## config.mk

```make
export PLATFORM = sky130hd
export DESIGN_NAME = ad_fifo_ctrl
export DESIGN_NICKNAME = d
export VERILOG_FILES = /design/src/rtl/ad_fifo_pkg.sv /design/src/rtl/ad_fifo_ctrl.sv
export SDC_FILE = /design/constraint.sdc
export NUM_CORES = 1
export LEC_CHECK = 0
export BUFFER_PORTS_ARGS = -buffer_cell sky130_fd_sc_hd__buf_2
export CAP_MARGIN = 20
export CORE_ASPECT_RATIO = 0.6
export CORE_MARGIN = 8
export CORE_UTILIZATION = 53
export DETAILED_ROUTE_END_ITERATION = 10
export GPL_TIMING_DRIVEN = 0
export HOLD_SLACK_MARGIN = 0.1
export PLACE_DENSITY = 0.85
export SLEW_MARGIN = 5
export SYNTH_ARGS = -nofsm -noshare
export SYNTH_HDL_FRONTEND = slang
export SYNTH_SLANG_ARGS = --single-unit
```

## constraint.sdc

```tcl
create_clock -name clk_i -period 3.7 [get_ports clk_i]
set_input_delay 0.555 -clock clk_i [delete_from_list [all_inputs] [get_ports clk_i]]
set_output_delay 0.555 -clock clk_i [all_outputs]
set_load 0.05 [all_outputs]
```

## src/rtl/ad_fifo_pkg.sv

```systemverilog
`default_nettype none
// ============================================================================
//  Module      : ad_fifo_pkg
//  Description : Shared types and default constants for the ad_fifo phase
//                controller (state encoding, default parameter values and a
//                counter-width helper).
//  Revision    : 1.0 - initial release
// ============================================================================
package ad_fifo_pkg;

    // Controller states; 2-bit encoding
    typedef enum logic [1:0] {
        ST_IDLE  = 2'd0,
        ST_TRACK = 2'd1,
        ST_HOLD  = 2'd2,
        ST_FAULT = 2'd3
    } state_t;

    // Default parameter values
    localparam int C_DEF_ACC_W        = 4;
    localparam int C_DEF_THRESH       = 4;
    localparam int C_DEF_HOLDOFF      = 2;
    localparam int C_DEF_MAX_SKEW     = 8;
    localparam int C_DEF_FAULT_CYCLES = 4;

    // Width of a down-counter that has to hold values 0 .. n-1 (minimum 1 bit)
    function automatic int cnt_width(input int n);
        return (n <= 1) ? 1 : $clog2(n);
    endfunction

endpackage : ad_fifo_pkg
`default_nettype wire

```

## src/rtl/ad_fifo_ctrl.sv

```systemverilog
`default_nettype none
// ============================================================================
//  Module      : ad_fifo_ctrl
//  Description : Add/Drop controller for an adaptive FIFO. Integrates
//                early/late phase-detector pulses in a signed accumulator and
//                issues one-cycle Add/Drop pulses when the threshold is
//                crossed, with a holdoff window, a bounded net skew and a
//                timed FAULT state on FIFO overflow/underflow.
//                Optional build macro: AD_FIFO_CTRL_STATS_EN adds saturating
//                16-bit Add/Drop pulse counters (add_count_o, drop_count_o).
//  Revision    : 1.0 - initial release
// ============================================================================
module ad_fifo_ctrl
    import ad_fifo_pkg::*;
#(
    parameter int ACC_W        = C_DEF_ACC_W,
    parameter int THRESH       = C_DEF_THRESH,
    parameter int HOLDOFF      = C_DEF_HOLDOFF,
    parameter int MAX_SKEW     = C_DEF_MAX_SKEW,
    parameter int FAULT_CYCLES = C_DEF_FAULT_CYCLES
) (
    input  logic        clk_i,
    input  logic        rst_i,
    input  logic        enable_i,
    input  logic        edge_early_i,
    input  logic        edge_late_i,
    input  logic        overflow_i,
    input  logic        underflow_i,
    output logic        add_o,
    output logic        drop_o,
    output logic        fault_o,
    output logic        skew_limit_o,
    output logic        tracking_o
`ifdef AD_FIFO_CTRL_STATS_EN
    ,
    output logic [15:0] add_count_o,
    output logic [15:0] drop_count_o
`endif
);

    // Sum is one bit wider than the accumulator so the threshold compare can
    // never be fooled by wrap-around.
    localparam int C_SUM_W = ACC_W + 1;
    localparam int C_SKW_W = $clog2(MAX_SKEW) + 2;
    localparam int C_HCW   = cnt_width(HOLDOFF);
    localparam int C_FCW   = cnt_width(FAULT_CYCLES);

    localparam logic signed [C_SUM_W-1:0] C_THR_POS = C_SUM_W'(THRESH);
    localparam logic signed [C_SUM_W-1:0] C_THR_NEG = -C_THR_POS;
    localparam logic signed [C_SKW_W-1:0] C_SKW_POS = C_SKW_W'(MAX_SKEW);
    localparam logic signed [C_SKW_W-1:0] C_SKW_NEG = -C_SKW_POS;
    localparam logic [C_HCW-1:0]          C_HOLD_LD = C_HCW'(HOLDOFF - 1);
    localparam logic [C_FCW-1:0]          C_FLT_LD  = C_FCW'(FAULT_CYCLES - 1);
    // With no holdoff window a correction returns straight to TRACK
    localparam state_t                    C_POST_CORR = (HOLDOFF > 0) ? ST_HOLD : ST_TRACK;

    state_t                     state_q, state_d;
    logic signed [ACC_W-1:0]    acc_q,   acc_d;
    logic signed [C_SKW_W-1:0]  skew_q,  skew_d;
    logic [C_HCW-1:0]           hold_q,  hold_d;
    logic [C_FCW-1:0]           fcnt_q,  fcnt_d;
    logic                       add_q,   add_d;
    logic                       drop_q,  drop_d;

    logic signed [C_SUM_W-1:0]  w_delta;
    logic signed [C_SUM_W-1:0]  w_sum;
    logic                       w_fifo_err;
    logic                       w_at_pos;
    logic                       w_at_neg;

    // Phase step: simultaneous early and late pulses cancel
    always_comb begin
        w_delta = '0;
        if (edge_early_i && !edge_late_i) begin
            w_delta = C_SUM_W'(1);
        end else if (edge_late_i && !edge_early_i) begin
            w_delta = '1;
        end
    end

    assign w_sum      = {acc_q[ACC_W-1], acc_q} + w_delta;
    assign w_fifo_err = overflow_i | underflow_i;
    assign w_at_pos   = (skew_q == C_SKW_POS);
    assign w_at_neg   = (skew_q == C_SKW_NEG);

    // Next-state and datapath decode; FIFO errors beat enable, enable beats tracking
    always_comb begin
        state_d = state_q;
        acc_d   = acc_q;
        skew_d  = skew_q;
        hold_d  = hold_q;
        fcnt_d  = fcnt_q;
        add_d   = 1'b0;
        drop_d  = 1'b0;

        case (state_q)
            ST_IDLE: begin
                acc_d  = '0;
                skew_d = '0;
                if (w_fifo_err) begin
                    state_d = ST_FAULT;
                    fcnt_d  = C_FLT_LD;
                end else if (enable_i) begin
                    state_d = ST_TRACK;
                end
            end

            ST_TRACK: begin
                if (w_fifo_err) begin
                    state_d = ST_FAULT;
                    fcnt_d  = C_FLT_LD;
                end else if (!enable_i) begin
                    state_d = ST_IDLE;
                    acc_d   = '0;
                    skew_d  = '0;
                end else if (w_sum >= C_THR_POS) begin
                    // At the skew limit the crossing is absorbed silently
                    acc_d = '0;
                    if (!w_at_pos) begin
                        add_d   = 1'b1;
                        skew_d  = skew_q + C_SKW_W'(1);
                        state_d = C_POST_CORR;
                        hold_d  = C_HOLD_LD;
                    end
                end else if (w_sum <= C_THR_NEG) begin
                    acc_d = '0;
                    if (!w_at_neg) begin
                        drop_d  = 1'b1;
                        skew_d  = skew_q - C_SKW_W'(1);
                        state_d = C_POST_CORR;
                        hold_d  = C_HOLD_LD;
                    end
                end else begin
                    acc_d = w_sum[ACC_W-1:0];
                end
            end

            ST_HOLD: begin
                // Phase inputs are ignored here; only the window is timed
                if (w_fifo_err) begin
                    state_d = ST_FAULT;
                    fcnt_d  = C_FLT_LD;
                end else if (!enable_i) begin
                    state_d = ST_IDLE;
                    acc_d   = '0;
                    skew_d  = '0;
                end else if (hold_q == '0) begin
                    state_d = ST_TRACK;
                end else begin
                    hold_d = hold_q - C_HCW'(1);
                end
            end

            ST_FAULT: begin
                // FIFO flags are ignored while the fault dwell runs out
                if (fcnt_q == '0) begin
                    state_d = ST_IDLE;
                    acc_d   = '0;
                    skew_d  = '0;
                end else begin
                    fcnt_d = fcnt_q - C_FCW'(1);
                end
            end

            default: begin
                state_d = ST_IDLE;
                acc_d   = '0;
                skew_d  = '0;
            end
        endcase
    end

    // State and datapath registers with synchronous reset
    always_ff @(posedge clk_i) begin
        if (rst_i) begin
            state_q <= ST_IDLE;
            acc_q   <= '0;
            skew_q  <= '0;
            hold_q  <= '0;
            fcnt_q  <= '0;
            add_q   <= 1'b0;
            drop_q  <= 1'b0;
        end else begin
            state_q <= state_d;
            acc_q   <= acc_d;
            skew_q  <= skew_d;
            hold_q  <= hold_d;
            fcnt_q  <= fcnt_d;
            add_q   <= add_d;
            drop_q  <= drop_d;
        end
    end

    assign add_o        = add_q;
    assign drop_o       = drop_q;
    assign fault_o      = (state_q == ST_FAULT);
    assign tracking_o   = (state_q == ST_TRACK) || (state_q == ST_HOLD);
    assign skew_limit_o = w_at_pos | w_at_neg;

`ifdef AD_FIFO_CTRL_STATS_EN
    logic [15:0] add_cnt_q;
    logic [15:0] drop_cnt_q;

    // Saturating counts of pulses actually presented to the FIFO
    always_ff @(posedge clk_i) begin
        if (rst_i) begin
            add_cnt_q  <= '0;
            drop_cnt_q <= '0;
        end else begin
            if (add_q && (add_cnt_q != 16'hFFFF)) begin
                add_cnt_q <= add_cnt_q + 16'd1;
            end
            if (drop_q && (drop_cnt_q != 16'hFFFF)) begin
                drop_cnt_q <= drop_cnt_q + 16'd1;
            end
        end
    end

    assign add_count_o  = add_cnt_q;
    assign drop_count_o = drop_cnt_q;
`endif

endmodule : ad_fifo_ctrl
`default_nettype wire

```

# Word level (Yosys, flattened, before mapping)
# Cells that the tools add are included.
# word_totals
out_inout_bits	5
inputBits	7
ff_bits	16
elab_cells	108
# classes
eq_ne	24
n_reduce_logical	16
add_sub_neg	5
mux	48
order_cmp	2
n_bitwise	6
# ops
cell	n
5-bit 2-to-1 mux	11
2-bit 2-to-1 mux	14
4-bit 2-to-1 mux	7
5-bit case mux with 4 select lines	1
4-bit != test (second input constant)	4
4-bit case mux with 4 select lines	1
5-bit != test (second input constant)	3
2-bit != test (second input constant)	6
3-bit != test (second input constant)	4
1-bit 2-to-1 mux	11
2-bit case mux with 4 select lines	1
8-bit AND reduction	1
7-bit AND reduction	1
6-bit AND reduction	1
6-bit OR reduction	1
5-bit by 2-bit adder with 5-bit output (second input constant)	1
5-bit adder	1
5-bit by 4-bit == test with 1-bit output (second input constant)	1
5-bit == test (second input constant)	1
5-bit by 4-bit >= comparator with 1-bit output (second input constant)	1
5-bit by 3-bit less-or-equal comparator with 1-bit output (second input constant)	1
5-bit OR reduction	1
5-bit by 2-bit subtractor with 5-bit output (second input constant)	1
2-bit == test (second input constant)	2
16 further kinds	24

# Logic depth before layout (Yosys ltp)
# depth
word_depth	11
ltp_mapped	15
ltp_nobuf	15

# Worst setup path before layout
# No wires, ideal clock.
# synth_timing
path_type	input port to flip-flop
startpoint	input edge_early_i
endpoint	register skew_q[4]
cell_stages	14
setup_time_ns	0.062
setup_slack_ns	-0.177
arrival_time_ns	3.815
required_ns	3.638
n_path_buf	0
path_cell_list	inv_1 ha_1 inv_1 ha_1 or4b_4 nor3b_4 a2111oi_4 o21ai_2 fa_1 a21o_1 a21oi_1 xnor2_1 or4b_1 nand3_1
# synth_between
elab_chain_len	10
elab_cells_between_ends	16
cone_classes	1 x add/sub; 2 x order compare; 3 x eq/ne; 6 x mux; 4 x reduce/logical
# synth_lines
element	line_no	rtl
start: declaration	ad_fifo_ctrl.sv:25	input logic edge_early_i,
1-bit zero test	ad_fifo_ctrl.sv:76	end else if (edge_late_i && !edge_early_i) begin
1-bit logical AND	ad_fifo_ctrl.sv:76	
5-bit 2-to-1 mux	ad_fifo_ctrl.sv:76	
5-bit 2-to-1 mux (*)	ad_fifo_ctrl.sv:74	if (edge_early_i && !edge_late_i) begin
5-bit adder (*)	ad_fifo_ctrl.sv:81	assign w_sum = {acc_q[ACC_W-1], acc_q} + w_delta;
5-bit by 4-bit >= comparator with 1-bit output	ad_fifo_ctrl.sv:116	end else if (w_sum >= C_THR_POS) begin
5-bit 2-to-1 mux	ad_fifo_ctrl.sv:116	
5-bit 2-to-1 mux	ad_fifo_ctrl.sv:112	end else if (!enable_i) begin
5-bit 2-to-1 mux	ad_fifo_ctrl.sv:109	if (w_fifo_err) begin
5-bit case mux with 4 select lines	ad_fifo_ctrl.sv:96	case (state_q)
end signal: assignment	ad_fifo_ctrl.sv:186	skew_q <= skew_d;
end: declaration	ad_fifo_ctrl.sv:59	logic signed [C_SKW_W-1:0] skew_q, skew_d;
# Mark *: on every way between the ends. The rest lies on a longest branch, timed or not. The select of a mux whose other input is x is not followed.
# A chain may end at the register's enable or synchronous reset.

# Final worst setup path
# Ends and elaborated chain as after synthesis.

==> run metrics <==
Worst setup endpoint skew_q[4]; reg2reg setup slack 0.47 ns; port bufs 10; Initial Util 54.7%; routed wire length 3110 um; P&R area growth vs syn 20.2%; GP Congestion about 0.88; CTS tree built; yosys warns 0; register area share after synthesis 23.9%; final period utilization 97.9%; Vias 1203; Synth Cell Area roughly 1300 um2; placed cells between 150 and 200; Wirelength per Cell 15.0 um; max-slew violation count 0; CP Launch Point edge_early_i; Crit path depth 15; Gate Count Post-Synth 153; reg-to-reg startpoint acc_q[0]; clock root buffer clkbuf_8; Avg Synthesized Cell Area 8.77 um2; n_diodes 0; post-synthesis cell type count 53; syn nets 175; largest net degree at the start of global routing 11; required time worst endpoint 3.90 ns; CP Buf/Inv Count 3; Max stage delay on crit path slightly above 0.5 ns; GRT met1 Usage approximately 17%; Chip Width approximately 81 um; commonest cells after routing, fill and taps aside 16 x dfxtp_1, 12 x inv_1, 12 x a21oi_1, 12 x nor2_1, 11 x ha_1; r2r endpoint skew_q[4]; critical-path cell with the highest stage delay or4b_4; DRC violations left 0; fin crit period 3.62 ns; worst-path cell chain buf_4 > inv_12 > ha_4 > inv_2 > ha_4 > or4b_4 > nor3b_4 > a2111oi_4 > o21ai_4 > fa_2 > a21o_1 > a21oi_2 > xnor2_1 > or4b_1 > nand3_1; Hold Buf Count CTS 0; Clock Tree Buf Depth 2; DP Worst Slack -0.414 ns; total track usage 14.6%; worst skew pair latency 0.26 ns; nets 198; Arr. time, crit path 3.82 ns; Detail Placement HPWL 2310 um; DR pass1 iterations 4; vias in the first global route approximately 1100; vias per cell 5.81; Max-Cap Viols 0; I/O pin count 12; Die H 55.0 um; met3 Track Usage GR 5.32%; worst setup margin 0.0776 ns; Pwr Density 472 nW/um2; GR met2 Demand/Resource about 23%; crit start category primary input; layout cells sized above 1 a little over a quarter; # clock sinks 16; busiest layer in global routing met2; initial antenna violation count 0; f_max 276 MHz; Post-Layout Cell Count 207; Worst Tran Pin Value roughly 0.83 ns; clock transition at the registers of the reported paths roughly 0.06 ns; die footprint 4450 um2; global-route wire length before repair 4950 um; Worst slew margin 44.2%; post-synthesis register bit count 16; number of synthesized flops with an enable pin 0; ys flop type dfxtp_1; Worst Path Class, Setup in -> reg; CP Capture Type register; Post-DRT Antenna Nets 0; final setup skew 0.00227 ns; Starting DRT DRC Count 84; Worst R2R Path Depth 11; status completed; Crit path top cell by count ha_4; worst hold-check path type reg -> reg; fill cell count just over 200; Top delay family on crit path simple AND/OR/NAND/NOR gates; final setup vio count 0; CTS buffer count 3; area of the multi-input gates 973 um2; Hold Path Stages 2; asr flop ratio synth 0%; Reg area 320 um2; grt total ovfl 0; H-Tree Level Count 1; row count 14; Fin. Hold Viols 0; largest fanout on the critical path 6; commonest non-fill, non-tap cell in the layout dfxtp_1; Pleak roughly 0.00066 uW; CORE AREA 2450 um2; Peak VDD IR slightly above 0.3 mV
==> worst min-delay path: cells and delay by family, from the launching register on <==
family	cells	cell delay, ns
and+or+nand+nor	1	0.09
DFF	1	0.31
AOI/OAI and AO/OA	1	0.05
==> report_power, final <==
| group | switching (uW) | leakage, uW | internal, uW |
|---|---|---|---|
| clock | 61.6 | 0.0000288 | 94.6 |
| sequential | 22.3 | 0.000130 | 195 |
| combinational | 239 | 0.000499 | 149 |
==> repair_timing <==
action | CTS | global route
buffers inserted | 1 | 7
pin swaps | 1 | 6
setup endpoints to repair | 1 | 1
gates resized for setup | 0 | 3
==> sequential cells by signal, summed over array words and instances, names as in the netlist <==
register  count
hold_q        1
skew_q        5
fcnt_q        2
acc_q         4
drop_o        1
state_q       2
add_o         1
==> cell usage after synthesis (all sizes together) (2+ instances only) <==
| cell type | n | area, um2 |
|---|---|---|
| nand2 | 7 | 26.3 |
| o21a | 2 | 15.0 |
| a31o | 2 | 17.5 |
| a22o | 2 | 17.5 |
| xnor2 | 4 | 35.0 |
| inv | 14 | 52.6 |
| o41ai | 2 | 17.5 |
| buf | 2 | 15.0 |
| nor3 | 9 | 56.3 |
| nand3 | 6 | 30.0 |
| dfxtp | 16 | 320 |
| a21oi | 13 | 65.1 |
| xor2 | 2 | 17.5 |
| o211ai | 2 | 15.0 |
| or3 | 2 | 13.8 |
| and2 | 4 | 27.5 |
| nor3b | 3 | 38.8 |
| or4b | 2 | 23.8 |
| nor2 | 12 | 45.0 |
| o21ai | 6 | 41.3 |
| clkbuf | 3 | 31.3 |
| a211oi | 2 | 15.0 |
| ha | 14 | 175 |
| nor4b | 2 | 17.5 |
==> metrics by stage <==
step | total power (uW) | util, % | hold slack, ns | cell area (um2) | TNS [ns]
floorplan | 503 | - | 0.456 | 1390 | -0.0106
global placement | 558 | 60.5 | 0.473 | 1480 | -0.337
detailed placement | 582 | 60.5 | 0.497 | 1480 | -0.470
CTS | 739 | 63.0 | 0.505 | 1550 | 0
global route | 813 | 65.8 | 0.529 | 1610 | -0.0289
finish | 761 | 65.8 | 0.502 | 1610 | 0
==> area by class of cell <==
class                      count  share of cell area (%)
multi-input combinational    118                    60.4
sequential                    16                    19.9
timing repair buffer          18                    6.98
inverter                      14                    4.03
clock buffer                   4                    3.41
buffer                         5                    2.87
tap                           32                    2.48
==> layer usage <==
metal / up-vias / share of wire, %
met1: 549 / 43
met3: 7 / 8.5
met5: - / 0
li1: 604 / -
met2: 43 / 46
met4: 0 / 2.2
==> cells by family (layout without fill, tap and decap cells) <==
group | count (synthesis) | after routing | synth area share, %
simple gates | 55 | 55 | 25.0
xor+xnor | 6 | 6 | 3.92
compound gates | 42 | 42 | 25.3
fa+ha+maj | 15 | 15 | 14.6
flops | 16 | 16 | 23.9
buf+inv | 19 | 41 | 7.37
==> how the worst min path moves through the flow <==
stage | end | startpoint
final | fcnt_q[1] | fcnt_q[1]
after global placement | hold_q | hold_q
after floorplan | hold_q | hold_q
after CTS | fcnt_q[1] | fcnt_q[1]
after detailed placement | fcnt_q[1] | fcnt_q[1]
after global routing | fcnt_q[1] | fcnt_q[1]
Note: power is estimated with default switching activity, not from simulation.
